--- src/rtl/eeprom_pkg.sv ---
// eeprom_pkg: constants and state encoding shared by the EEPROM page writer and page reader.
//   eeprom_state_e    - sequencer states (WRITE_CYCLE used only with EEPROM_WR_WAIT_EN)
//   I2C_READ/WRITE    - value of the I2C master's rw bit
//   EEPROM_ADDR_BYTES - memory-address bytes sent ahead of the data
//   clamp_nbytes()    - maps a requested byte count onto 1..page_bytes
package eeprom_pkg;

    typedef enum logic [2:0] {
        IDLE        = 3'd0,
        START       = 3'd1,
        WRITE_ADDR  = 3'd2,
        WRITE_DATA  = 3'd3,
        WAIT_DONE   = 3'd4,
        WRITE_CYCLE = 3'd5
    } eeprom_state_e;

    localparam logic I2C_READ  = 1'b1;
    localparam logic I2C_WRITE = 1'b0;

    localparam int unsigned EEPROM_ADDR_BYTES = 2;

    // 0 or anything larger than a page means "the whole page".
    function automatic logic [7:0] clamp_nbytes(input logic [7:0] n,
                                                input logic [7:0] page_bytes);
        if (n == 8'd0 || n > page_bytes) begin
            return page_bytes;
        end
        return n;
    endfunction

endpackage

--- src/rtl/eeprom_wr_timer.sv ---
// eeprom_wr_timer: down-counter that times the EEPROM internal write cycle (tWR).
//   clk, reset  - clock, synchronous active-high reset
//   i_load      - load i_load_val this cycle
//   i_load_val  - start value, normally cycle count - 1
//   o_expire    - high in the cycle the counter steps onto zero (or sits at zero)
module eeprom_wr_timer #(
    parameter int unsigned W = 18
) (
    input  logic         clk,
    input  logic         reset,
    input  logic         i_load,
    input  logic [W-1:0] i_load_val,
    output logic         o_expire
);

    logic [W-1:0] r_count;

    always_ff @(posedge clk) begin
        if (reset) begin
            r_count <= '0;
        end else if (i_load) begin
            r_count <= i_load_val;
        end else if (r_count != '0) begin
            r_count <= r_count - 1'b1;
        end
    end

    // Flag one cycle early so the owner's registered done lands as the count reaches zero.
    assign o_expire = (r_count == W'(1)) || (r_count == '0);

endmodule

--- src/rtl/write_eeprom.sv ---
// write_eeprom: writes up to one page to an I2C EEPROM through a shared I2C master.
// Sends one write transfer: memory address high, low, then N bytes from a show-ahead source.
// Inputs : clk, reset (sync, active-high), start, slave_addr_w, page_addr_w, write_nbytes_w,
//          data_in (show-ahead source), i2c_tx_data_req, i2c_busy (from the I2C master)
// Outputs: busy, done, byte_taken (source advance strobe), i2c_start, i2c_slave_addr, i2c_rw,
//          i2c_write_data, i2c_nbytes (to the I2C master)
// Build option: define EEPROM_WR_WAIT_EN to hold busy through the WRITE_CYCLE_CLKS-long tWR.
module write_eeprom
    import eeprom_pkg::*;
#(
    parameter int unsigned PAGE_BYTES       = 32,
    parameter int unsigned WRITE_CYCLE_CLKS = 250000
) (
    input  logic        clk,
    input  logic        reset,
    input  logic [6:0]  slave_addr_w,
    input  logic [15:0] page_addr_w,
    input  logic [7:0]  write_nbytes_w,
    input  logic        start,
    input  logic [7:0]  data_in,
    output logic        byte_taken,
    output logic        busy,
    output logic        done,
    output logic [6:0]  i2c_slave_addr,
    output logic        i2c_rw,
    output logic [7:0]  i2c_write_data,
    output logic [7:0]  i2c_nbytes,
    input  logic        i2c_tx_data_req,
    input  logic        i2c_busy,
    output logic        i2c_start
);

    localparam int unsigned PAGE_BITS    = $clog2(PAGE_BYTES);
    localparam logic [7:0]  PAGE_BYTES_B = 8'(PAGE_BYTES);

    eeprom_state_e r_state, w_state_d;
    logic [15:0]   r_mem_addr, w_mem_addr_d;
    logic [7:0]    r_nbytes, w_nbytes_d;
    logic [7:0]    r_byte_count, w_byte_count_d;
    logic [6:0]    r_slave, w_slave_d;
    logic          r_waiting, w_waiting_d;
    logic          r_addr_lo, w_addr_lo_d;
    logic [6:0]    r_i2c_slave_addr, w_i2c_slave_addr_d;
    logic [7:0]    r_i2c_nbytes, w_i2c_nbytes_d;
    logic [7:0]    r_i2c_write_data, w_i2c_write_data_d;
    logic          r_i2c_start, w_i2c_start_d;
    logic          r_busy, w_busy_d;
    logic          r_done, w_done_d;
    logic          r_byte_taken, w_byte_taken_d;
    logic          w_req_rise;

    // A request held high is serviced once; it must drop before the next one counts.
    assign w_req_rise = i2c_tx_data_req & ~r_waiting;

`ifdef EEPROM_WR_WAIT_EN
    localparam int unsigned TIMER_W = (WRITE_CYCLE_CLKS > 1) ? $clog2(WRITE_CYCLE_CLKS) : 1;
    logic w_timer_load;
    logic w_timer_expire;

    eeprom_wr_timer #(
        .W (TIMER_W)
    ) u_wr_timer (
        .clk        (clk),
        .reset      (reset),
        .i_load     (w_timer_load),
        .i_load_val (TIMER_W'(WRITE_CYCLE_CLKS - 1)),
        .o_expire   (w_timer_expire)
    );
`else
    logic w_unused_wr_clks;
    assign w_unused_wr_clks = WRITE_CYCLE_CLKS[0];
`endif

    always_comb begin
        w_state_d          = r_state;
        w_mem_addr_d       = r_mem_addr;
        w_nbytes_d         = r_nbytes;
        w_byte_count_d     = r_byte_count;
        w_slave_d          = r_slave;
        w_waiting_d        = r_waiting & i2c_tx_data_req;
        w_addr_lo_d        = r_addr_lo;
        w_i2c_slave_addr_d = r_i2c_slave_addr;
        w_i2c_nbytes_d     = r_i2c_nbytes;
        w_i2c_write_data_d = r_i2c_write_data;
        w_i2c_start_d      = r_i2c_start;
        w_busy_d           = r_busy;
        w_done_d           = 1'b0;
        w_byte_taken_d     = 1'b0;
`ifdef EEPROM_WR_WAIT_EN
        w_timer_load       = 1'b0;
`endif

        unique case (r_state)
            IDLE: begin
                w_busy_d = 1'b0;
                if (start) begin
                    w_slave_d    = slave_addr_w;
                    w_mem_addr_d = page_addr_w << PAGE_BITS;
                    w_nbytes_d   = clamp_nbytes(write_nbytes_w, PAGE_BYTES_B);
                    w_busy_d     = 1'b1;
                    w_state_d    = START;
                end
            end
            START: begin
                if (!i2c_busy) begin
                    w_i2c_slave_addr_d = r_slave;
                    w_i2c_nbytes_d     = r_nbytes + 8'(EEPROM_ADDR_BYTES);
                    w_i2c_start_d      = 1'b1;
                    w_byte_count_d     = 8'd0;
                    w_waiting_d        = 1'b0;
                    w_addr_lo_d        = 1'b0;
                    w_state_d          = WRITE_ADDR;
                end
            end
            WRITE_ADDR: begin
                if (w_req_rise) begin
                    w_waiting_d = 1'b1;
                    if (!r_addr_lo) begin
                        w_i2c_write_data_d = r_mem_addr[15:8];
                        w_addr_lo_d        = 1'b1;
                    end else begin
                        w_i2c_write_data_d = r_mem_addr[7:0];
                        w_state_d          = WRITE_DATA;
                    end
                end
            end
            WRITE_DATA: begin
                if (w_req_rise) begin
                    w_waiting_d        = 1'b1;
                    w_i2c_write_data_d = data_in;
                    w_byte_taken_d     = 1'b1;
                    w_byte_count_d     = r_byte_count + 8'd1;
                    if (r_byte_count == r_nbytes - 8'd1) begin
                        w_i2c_start_d = 1'b0;
                        w_state_d     = WAIT_DONE;
                    end
                end
            end
            WAIT_DONE: begin
                if (!i2c_busy) begin
`ifdef EEPROM_WR_WAIT_EN
                    w_timer_load = 1'b1;
                    w_state_d    = WRITE_CYCLE;
`else
                    w_done_d  = 1'b1;
                    w_busy_d  = 1'b0;
                    w_state_d = IDLE;
`endif
                end
            end
`ifdef EEPROM_WR_WAIT_EN
            WRITE_CYCLE: begin
                if (w_timer_expire) begin
                    w_done_d  = 1'b1;
                    w_busy_d  = 1'b0;
                    w_state_d = IDLE;
                end
            end
`endif
            default: begin
                w_busy_d      = 1'b0;
                w_i2c_start_d = 1'b0;
                w_state_d     = IDLE;
            end
        endcase
    end

    always_ff @(posedge clk) begin
        if (reset) begin
            r_state          <= IDLE;
            r_mem_addr       <= '0;
            r_nbytes         <= '0;
            r_byte_count     <= '0;
            r_slave          <= '0;
            r_waiting        <= 1'b0;
            r_addr_lo        <= 1'b0;
            r_i2c_slave_addr <= '0;
            r_i2c_nbytes     <= '0;
            r_i2c_write_data <= '0;
            r_i2c_start      <= 1'b0;
            r_busy           <= 1'b0;
            r_done           <= 1'b0;
            r_byte_taken     <= 1'b0;
        end else begin
            r_state          <= w_state_d;
            r_mem_addr       <= w_mem_addr_d;
            r_nbytes         <= w_nbytes_d;
            r_byte_count     <= w_byte_count_d;
            r_slave          <= w_slave_d;
            r_waiting        <= w_waiting_d;
            r_addr_lo        <= w_addr_lo_d;
            r_i2c_slave_addr <= w_i2c_slave_addr_d;
            r_i2c_nbytes     <= w_i2c_nbytes_d;
            r_i2c_write_data <= w_i2c_write_data_d;
            r_i2c_start      <= w_i2c_start_d;
            r_busy           <= w_busy_d;
            r_done           <= w_done_d;
            r_byte_taken     <= w_byte_taken_d;
        end
    end

    assign byte_taken     = r_byte_taken;
    assign busy           = r_busy;
    assign done           = r_done;
    assign i2c_slave_addr = r_i2c_slave_addr;
    assign i2c_rw         = I2C_WRITE;
    assign i2c_write_data = r_i2c_write_data;
    assign i2c_nbytes     = r_i2c_nbytes;
    assign i2c_start      = r_i2c_start;

endmodule

--- config.mk ---
export PLATFORM = sky130hd
export DESIGN_NAME = write_eeprom
export DESIGN_NICKNAME = d
export VERILOG_FILES = /design/src/rtl/eeprom_pkg.sv /design/src/rtl/eeprom_wr_timer.sv /design/src/rtl/write_eeprom.sv
export SDC_FILE = /design/constraint.sdc
export NUM_CORES = 1
export LEC_CHECK = 0
export BUFFER_PORTS_ARGS = -buffer_cell sky130_fd_sc_hd__clkbuf_2
export CORE_UTILIZATION = 48
export DETAILED_ROUTE_END_ITERATION = 16
export PLACE_DENSITY_LB_ADDON = 0.3
export SYNTH_ARGS = -nofsm -noshare
export SYNTH_HDL_FRONTEND = slang
export SYNTH_HIERARCHICAL = 1
export SYNTH_SLANG_ARGS = --single-unit
--- constraint.sdc ---
create_clock -name clk -period 2 [get_ports clk]
set_clock_uncertainty 0.05 [all_clocks]
set_input_delay 0.4 -clock clk [delete_from_list [all_inputs] [get_ports clk]]
set_output_delay 0.4 -clock clk [all_outputs]
set_load 0.01 [all_outputs]
==> run summary, run 1 <==
Worst R2R Setup Slack: 0.11 ns
grt ovf: 0
DRC: 0
Int Power: 2.771 mW
Synth area leader: dfxtp_1
die area: 6740 um^2
diode count: 0
clock share of power: 0.336
row cnt: 28
Tightest Hold Check Type: input port to flop
CP top delay family: simple AND/OR/NAND/NOR gates
max incr delay on CP: 0.34 ns
worst-path maximum fanout: 3
met2 Usage GRT: 0.3777
busiest layer in global routing: met2
sequence of cells on the critical path: inv_4 -> ha_4 -> or2b_1 -> xnor2_2 -> nor4b_4 -> nand4b_1 -> a221o_1
Cells after Synth: 367
syn_nets: 415
Tot GR Track Use: 0.2291
Crit path depth: 7
Synth Flop Type: dfxtp_1
H-tree Lvls: 3
crit path buf inv count: 1
worst slack at placement: 0.04373 ns
Reg power frac: 0.399
CTS root buffer: clkbuf_8
crit path capture: r_state[1]
total wire length: 7.071 mm
combinational share of power: 0.264
Fillers: 536
GRT met1 Usage: 0.2852
Setup CP Type: flop to flop
first-pass GRT wire length: 11.66 mm
Initial Utilization: 0.5081
IO buf count: 65
DRT iter0 DRCs: 102
DP HPWL: 4.982 mm
Critical Path RT: 2.17 ns
hold_buf cts: 0
status: finished, final reports clean
CTS tree: done
Yosys cell types: 55
drt first pass iters: 4
final setup vio count: 0
DR vias: 2770
Max VDD drop: 592.2 uV
number of flops mapped to enable cells by yosys: 0
Slew HR: 0.6510
final core occ: 0.6239
number of synthesized register bits: 66
Avg Synthesized Cell Area: 8.390 um^2
largest net degree at the start of global routing: 31
Worst-Margin Slew: 0.5222 ns
slowest cell on the critical path: dfxtp_2
sequential area share after synthesis: 0.4291
Pwr Density: 1066 nW/um^2
max-cap violations: 0
P_leak: 1.522 nW
mapped cell area: 3079 um^2
R2R Path End: r_state[1]
Final min period: 1.892 ns
fin crit share: 0.9459
IO Count: 72
met3 Usage GRT: 0.05275
Reg-to-Reg Start: r_nbytes[1]
warnings from Yosys: 6
worst path arrival time: 2.06 ns
CTS Buf Count: 9
crit path from: r_nbytes[1]
vias in the first global route: 2573
Peak Freq: 528.6 MHz
switching portion of total power: 0.3123
Die W: 82.10 um
switching power: 1.259 mW
DR WL/cell: 13.78 um
Via-to-Cell Ratio: 5.400
post-route ant nets: 0
CP Capture Type: flop
Worst setup SP type: flop
smallest setup slack after layout: 0.1083 ns
max-slew violation count: 0
nets@finish: 482
core area: 6061 um^2
Hold Vio Cnt, Final: 0
antenna violations before repair: 0
Area contributors post-synth: dfxtp_1 (43%), nand2_1 (8.8%), a21oi_1 (5.7%)
area grow syn2layout: 22.80%
Final Wtd Congestion: 0.8308
Worst-path clk slew: 0.07 ns
Synth async-reset ratio: 0
top-area cell type share of the netlist area: 0.4291
clk sinks: 66
Worst R2R Path Depth: 7
die height: 82.10 um
fraction of final layout cells sized beyond drive strength 1: 0.2717
maximum clock insertion buffer count: 2
Clock Latency Late Sink: 0.34 ns
worst register-to-register path: stages, from the launching register on:
cell and delay [ns]:
dfxtp_2 0.34, inv_4 0.08, ha_4 0.13, or2b_1 0.25
xnor2_2 0.16, nor4b_4 0.32, nand4b_1 0.13, a221o_1 0.32
synth_stat cells (2+ instances only):
master / number
o21ai_0: 4
xnor2_1: 13
mux2i_1: 3
inv_1: 6
or3_1: 2
buf_2: 2
and2b_1: 2
buf_6: 5
nor3_1: 8
buf_1: 2
xor2_1: 9
nor2b_1: 2
nor4b_2: 2
a211oi_2: 2
a22oi_1: 5
a211oi_1: 7
buf_4: 2
nand2_1: 72
a311oi_1: 5
nand3_1: 5
dfxtp_1: 66
ha_1: 4
a21oi_1: 35
a41oi_1: 2
nor2_1: 36
nand4_1: 2
nand3b_1: 7
and3_1: 3
clkbuf_1: 15
nand2b_1: 6
a211o_1: 2
o211ai_1: 3
a21o_1: 2
nor3b_1: 5
power by group through the flow:
stage	combinational [mW]	sequential [mW]	clock (mW)
finish	1.06	1.61	1.36
global route	1.20	1.64	1.45
CTS	1.06	1.61	1.38
detailed placement	1.05	1.64	0
global placement	1.04	1.63	0
floorplan	0.747	1.63	0
layer usage:
layer	wire length (um)	vias to the layer above
li1	-	1393
met4	148	0
met2	3476	79
met3	425	12
met1	3020	1286
met5	0	-
per-stage QoR:
stage	total power, mW	TNS [ns]	cell area [um^2]	cells	hold WS [ns]
after global placement	2.673	0	3483	497	0.3876
after global routing	4.280	-0.006458	3781	513	0.2157
final	4.030	0	3781	513	0.2281
after floorplan	2.379	0	3079	367	0.3821
after detailed placement	2.690	0	3483	497	0.3961
after CTS	4.049	0	3724	512	0.2156
worst min-delay path by stage:
stage,from,end,cells past startpoint
final,page_addr_w[0],r_mem_addr[5],3
after global routing,slave_addr_w[2],r_slave[2],3
after CTS,page_addr_w[0],r_mem_addr[5],3
after detailed placement,r_mem_addr[14],r_mem_addr[14],2
after global placement,r_slave[3],i2c_slave_addr[3],2
after floorplan,r_slave[0],i2c_slave_addr[0],2
final cells by class:
class	instances	area [um^2]	share of cell area
multi-input combinational	269	1645	0.4351
sequential	66	1324	0.3501
timing repair buffer	82	452.9	0.1198
clock buffer	10	137.6	0.03640
clock inverter	5	102.6	0.02713
tap	75	93.84	0.02482
inverter	6	25.02	0.006618
logic make-up (layout without fill, tap and decap cells):
kind of cell / count (synthesis) / after routing / synth area share
compound gates: 74 / 74 / 0.1589
mux: 3 / 3 / 0.009753
buf+inv: 32 / 103 / 0.05445
fa+ha+maj: 4 / 4 / 0.01625
simple gates: 165 / 165 / 0.2678
other cells: 1 / 1 / 0.001218
xor+xnor: 22 / 22 / 0.06258
flops: 66 / 66 / 0.4291
placed cells by master (no fill, tap or decap), types with 4 or more instances in the layout:
master / count
nand3_1: 5
clkbuf_8: 10
xnor2_1: 12
a21oi_1: 34
nor3b_1: 5
nand3b_1: 7
a311oi_1: 5
nand2_1: 72
o21ai_0: 4
buf_4: 17
dfxtp_1: 64
clkbuf_2: 65
nor2_1: 36
inv_1: 4
nand2b_1: 6
nor3_1: 6
xor2_1: 9
a22oi_1: 5
a211oi_1: 7
timing repair:
item                                    in CTS  in global routing
gates resized for setup                      0                 12
endpoints found under the setup margin       0                  4
buffers inserted                             0                  1
hold endpoints to repair                     0                  0
registers in the layout, indices dropped and copies added, names as in the netlist:
signal and cells:
r_slave 7, done 1, r_state 3, busy 1, r_waiting 1, i2c_write_data 8, i2c_start 1, i2c_slave_addr 7
r_addr_lo 1, r_nbytes 8, r_byte_count 8, i2c_nbytes 8, r_mem_addr 11, byte_taken 1
(Power assumes the default switching activity.)
==> run 2: changes to the inputs <==
Settings changed: RECOVER_POWER set to 25, REMOVE_ABC_BUFFERS set to 1.
==> run 2 against run 1 <==
  * Register-to-register slack got worse by 0.02 ns
  * Critical path type unchanged
  * Wire length decreased by 0.93%
  * Largest power group unchanged
  * Die area unchanged
  * First-iteration DRC count increased by 20%
  * Cell count increased by 0.78%
  * Via count decreased by 0.25%
  * Non-clock buffer count increased by 4
  * Combinational power increased by 4%
  * Critical path depth unchanged
  * Largest cell class unchanged
==> run summary, run 2 (synthesized netlist as in run 1, its figures left out) <==
die area: 6740 um^2
DRT iter0 DRCs: 122
max incr delay on CP: 0.33 ns
Final Wtd Congestion: 0.8189
maximum clock insertion buffer count: 2
Pwr Total: 3.926 mW
area grow syn2layout: 21.21%
Die W: 82.10 um
Worst setup SP type: flop
drt first pass iters: 4
met2 Usage GRT: 0.3752
Setup CP Type: flop to flop
WHS: 0.2195 ns
max-cap violations: 0
final core occ: 0.6158
Max VDD drop: 572.8 uV
CTS tree: done
P_leak: 1.452 nW
clk sinks: 66
clock share of power: 0.312
max reg flops: 11
worst-path maximum fanout: 3
switching portion of total power: 0.3238
CTS root buffer: clkbuf_8
Fillers: 563
CP top delay family: simple AND/OR/NAND/NOR gates
max-slew violation count: 0
RSZ-0062 raised after global routing: no
antenna violations before repair: 0
CTS Buf Count: 9
hold_buf cts: 0
Clock Latency Late Sink: 0.34 ns
Tightest Hold Check Type: input port to flop
first-pass GRT wire length: 11.68 mm
IO buf count: 65
nets@finish: 486
Tot GR Track Use: 0.2319
Initial Utilization: 0.5081
Hold Vio Cnt, Final: 0
most common cell after layout, fill and taps aside: nand2_1
vias in the first global route: 2533
Int Power: 2.655 mW
Peak Freq: 523.2 MHz
switching power: 1.271 mW
core area: 6061 um^2
IO Count: 72
final instance area: 3732 um^2
fin crit share: 0.9557
most flop-heavy register: r_mem_addr
crit path buf inv count: 1
final setup vio count: 0
CP Capture Type: flop
sequence of cells on the critical path: inv_1 -> ha_4 -> xor2_1 -> nand3_2 -> nor4b_4 -> nand4b_1 -> a221o_1
DR vias: 2763
Reg power frac: 0.408
diode count: 0
combinational share of power: 0.279
H-tree Lvls: 3
met3 Usage GRT: 0.06813
status: finished, final reports clean
DRC: 0
GRT met1 Usage: 0.2897
total wire length: 7.005 mm
Worst-path clk slew: 0.07 ns
DR WL/cell: 13.55 um
row cnt: 28
worst path arrival time: 2.09 ns
busiest layer in global routing: met2
Critical Path RT: 2.18 ns
DP HPWL: 5.004 mm
fraction of final layout cells sized beyond drive strength 1: 0.2172
Final min period: 1.911 ns
Pwr Density: 1052 nW/um^2
largest net degree at the start of global routing: 22
slowest cell on the critical path: dfxtp_1
placed cell areas: 3521 um^2
most frequent cells in the layout: nand2_1 (72), dfxtp_1 (65), clkbuf_2 (43)
grt ovf: 0
die height: 82.10 um
post-route ant nets: 0
Via-to-Cell Ratio: 5.344
-- run 2: metrics by stage --
| stage | TNS [ns] | setup WS (ns) | instances |
|---|---|---|---|
| after CTS | 0 | 0.001064 | 517 |
| after global placement | 0 | 0.08796 | 502 |
| after global routing | 0 | 0.001035 | 517 |
| final | 0 | 0.08854 | 517 |
| after detailed placement | 0 | 0.06053 | 502 |
| after floorplan | -2.723 | -0.1595 | 341 |
-- run 2: worst paths after layout --
path / from / end / slack (ns) / depth (start not counted)
worst max-delay path: r_nbytes[0] / r_state[1] / 0.09 / 7
worst min-delay path: page_addr_w[4] / r_mem_addr[9] / 0.22 / 3
worst max register to register: r_nbytes[0] / r_state[1] / 0.09 / 7
worst min register to register: r_slave[1] / i2c_slave_addr[1] / 0.41 / 2
-- run 2: area by class of cell --
class | count | area [um^2] | share of cell area
multi-input cells | 269 | 1625 | 0.4355
flip-flops and latches | 66 | 1323 | 0.3543
repair buffers | 86 | 451.7 | 0.1210
clock buffers | 10 | 137.6 | 0.03688
well taps | 75 | 93.84 | 0.02514
clock inverters | 5 | 78.83 | 0.02112
inverters | 6 | 22.52 | 0.006034
-- run 2: worst reg2reg max path: stages, from the launching register on --
cell and delay, ns:
dfxtp_1 0.33, inv_1 0.07, ha_4 0.26, xor2_1 0.17, nand3_2 0.11, nor4b_4 0.33, nand4b_1 0.16, a221o_1 0.32
-- run 2: timing repair --
action,CTS,global route
endpoints found under the setup margin,1,3
pin swaps,1,4
setup buffers,0,0
gates resized for setup,3,3
-- run 2: power by group through the flow --
| stage | Sequential, mW | Clock, mW | Combinational [mW] |
|---|---|---|---|
| after detailed placement | 1.63 | 0 | 1.10 |
| after CTS | 1.60 | 1.25 | 1.12 |
| after global routing | 1.63 | 1.32 | 1.23 |
| final | 1.60 | 1.23 | 1.10 |
| after floorplan | 1.67 | 0 | 0.617 |
| after global placement | 1.62 | 0 | 1.08 |
-- run 2: layer usage --
metal	part of all wire	up-vias	routed length, um
met5	0	-	0
met4	0.011	0	78
met3	0.048	9	337
met2	0.48	66	3389
met1	0.46	1288	3199
li1	-	1400	-
==> run 3: changes to the inputs <==
Settings changed: CORE_UTILIZATION 48 to 50, CTS_BUF_LIST set to sky130_fd_sc_hd__clkbuf_4.
==> run 3 against run 2 <==
  * Wire length is 2.0% lower
  * Sequential cell count stayed put
  * Largest cell class unchanged
  * Combinational power hardly changed
  * Non-clock buffer count is 2 lower
  * Final area is 1.9% lower
  * Die area is 3.9% lower
  * Total power is 9.6% lower
  * Sequential share of layout area is 0.74 points higher
  * Count of clock-buffer cells in the layout stayed put
  * Cell count is 0.19% lower
  * Fmax is 2.5% higher
==> run summary, run 3 (synthesized netlist as in run 1, its figures left out) <==
Worst setup SP type: flop
max-cap violations: 0
CTS tree: done
Via-to-Cell Ratio: 5.279
Critical Path RT: 2.26 ns
DRC: 0
fin crit share: 0.9324
Peak Freq: 536.2 MHz
die area: 6476 um^2
post-cts repair resize count: 0
Setup CP Type: flop to flop
Tightest Hold Check Type: input port to flop
H-tree Lvls: 3
final instance area: 3660 um^2
post-route ant nets: 0
Die W: 80.48 um
worst path arrival time: 2.12 ns
final setup TNS: 0 ns
max reg flops: 11
core area: 5921 um^2
most common cell after layout, fill and taps aside: nand2_1
Worst-path clk slew: 0.12 ns
status: finished, final reports clean
final setup vio count: 0
Pwr Density: 970.1 nW/um^2
IO buf count: 65
IO Count: 72
grt ovf: 0
diode count: 0
die height: 80.48 um
fraction of final layout cells sized beyond drive strength 1: 0.2200
CP Capture Type: flop
vias in the first global route: 2385
first-pass GRT wire length: 10.79 mm
Tot GR Track Use: 0.2197
max-slew violation count: 0
drt first pass iters: 4
DRT iter0 DRCs: 149
dpl cells: 500
P_leak: 1.415 nW
worst-path maximum fanout: 3
maximum clock insertion buffer count: 2
largest net degree at the start of global routing: 53
Final min period: 1.865 ns
nets@finish: 484
CTS root buffer: clkbuf_4
Pwr Total: 3.550 mW
most frequent cells in the layout: nand2_1 (72), dfxtp_1 (64), clkbuf_2 (45)
placed cell areas: 3518 um^2
Final Wtd Congestion: 0.8165
post-CTS setup buffers: 0
final std cells w/o fill: 516
most flop-heavy register: r_mem_addr
Clock Latency Late Sink: 0.40 ns
Initial Utilization: 0.5201
total wire length: 6.868 mm
DP HPWL: 4.869 mm
hold_buf cts: 0
clk sinks: 66
Hold Vio Cnt, Final: 0
RSZ-0062 raised after global routing: no
Max VDD drop: 599.7 uV
final core occ: 0.6181
DR WL/cell: 13.31 um
CTS Buf Count: 9
antenna violations before repair: 0
DR vias: 2724
row cnt: 28
area grow syn2layout: 18.85%
## run 3: cell types whose count changed in the layout (fill, tap and decap cells not counted), moves of 2 or more
cell      before  now
clkbuf_4       0   10
clkbuf_8      10    0
clkbuf_2      43   45
clkinv_2       2    4
buf_4         20   16
## run 3: final timing paths
kind	from	end	slack [ns]	depth (start not counted)
setup / recovery	r_nbytes[2]	r_state[1]	0.14	7
hold / removal	page_addr_w[6]	r_mem_addr[11]	0.15	3
setup reg to reg	r_nbytes[2]	r_state[1]	0.14	7
hold reg to reg	r_mem_addr[14]	r_mem_addr[14]	0.41	2
## run 3: final cells by class
cell class | instances | area (um^2)
Fill cell | 566 | 2261
Multi-Input combinational cell | 269 | 1637
Sequential cell | 66 | 1324
Timing Repair Buffer | 84 | 447.9
Tap cell | 75 | 93.84
Clock buffer | 10 | 75.07
Clock inverter | 6 | 57.56
Inverter | 6 | 25.02
## run 3: through the flow
stage | hold slack (ns) | setup slack, ns
detailed placement | 0.3948 | 0.04343
global route | 0.1310 | 0.003541
global placement | 0.3883 | 0.09210
floorplan | 0.3760 | -0.1595
finish | 0.1499 | 0.1352
CTS | 0.1421 | 0.03788
## run 3: worst max-delay path: stages (launching register included)
cell and delay [ns]:
dfxtp_1 0.32, inv_1 0.11, ha_4 0.14, or2b_1 0.26, xnor2_2 0.16, nor4b_4 0.31
nand4b_1 0.13, a221o_1 0.29
## run 3: power by group
| group | switching [mW] | total, mW | internal, mW |
|---|---|---|---|
| Sequential | 0.125 | 1.60 | 1.48 |
| Combinational | 0.641 | 1.09 | 0.444 |
| Clock | 0.474 | 0.860 | 0.387 |
| Total | 1.24 | 3.55 | 2.31 |
## run 3: metal layers
layer | share of wire | global-route usage | vias up
li1 | - | - | 1400
met1 | 0.46 | 0.2765 | 1244
met2 | 0.47 | 0.3568 | 68
met3 | 0.050 | 0.06364 | 12
met4 | 0.017 | 0.07500 | 0
met5 | 0 | 0 | -
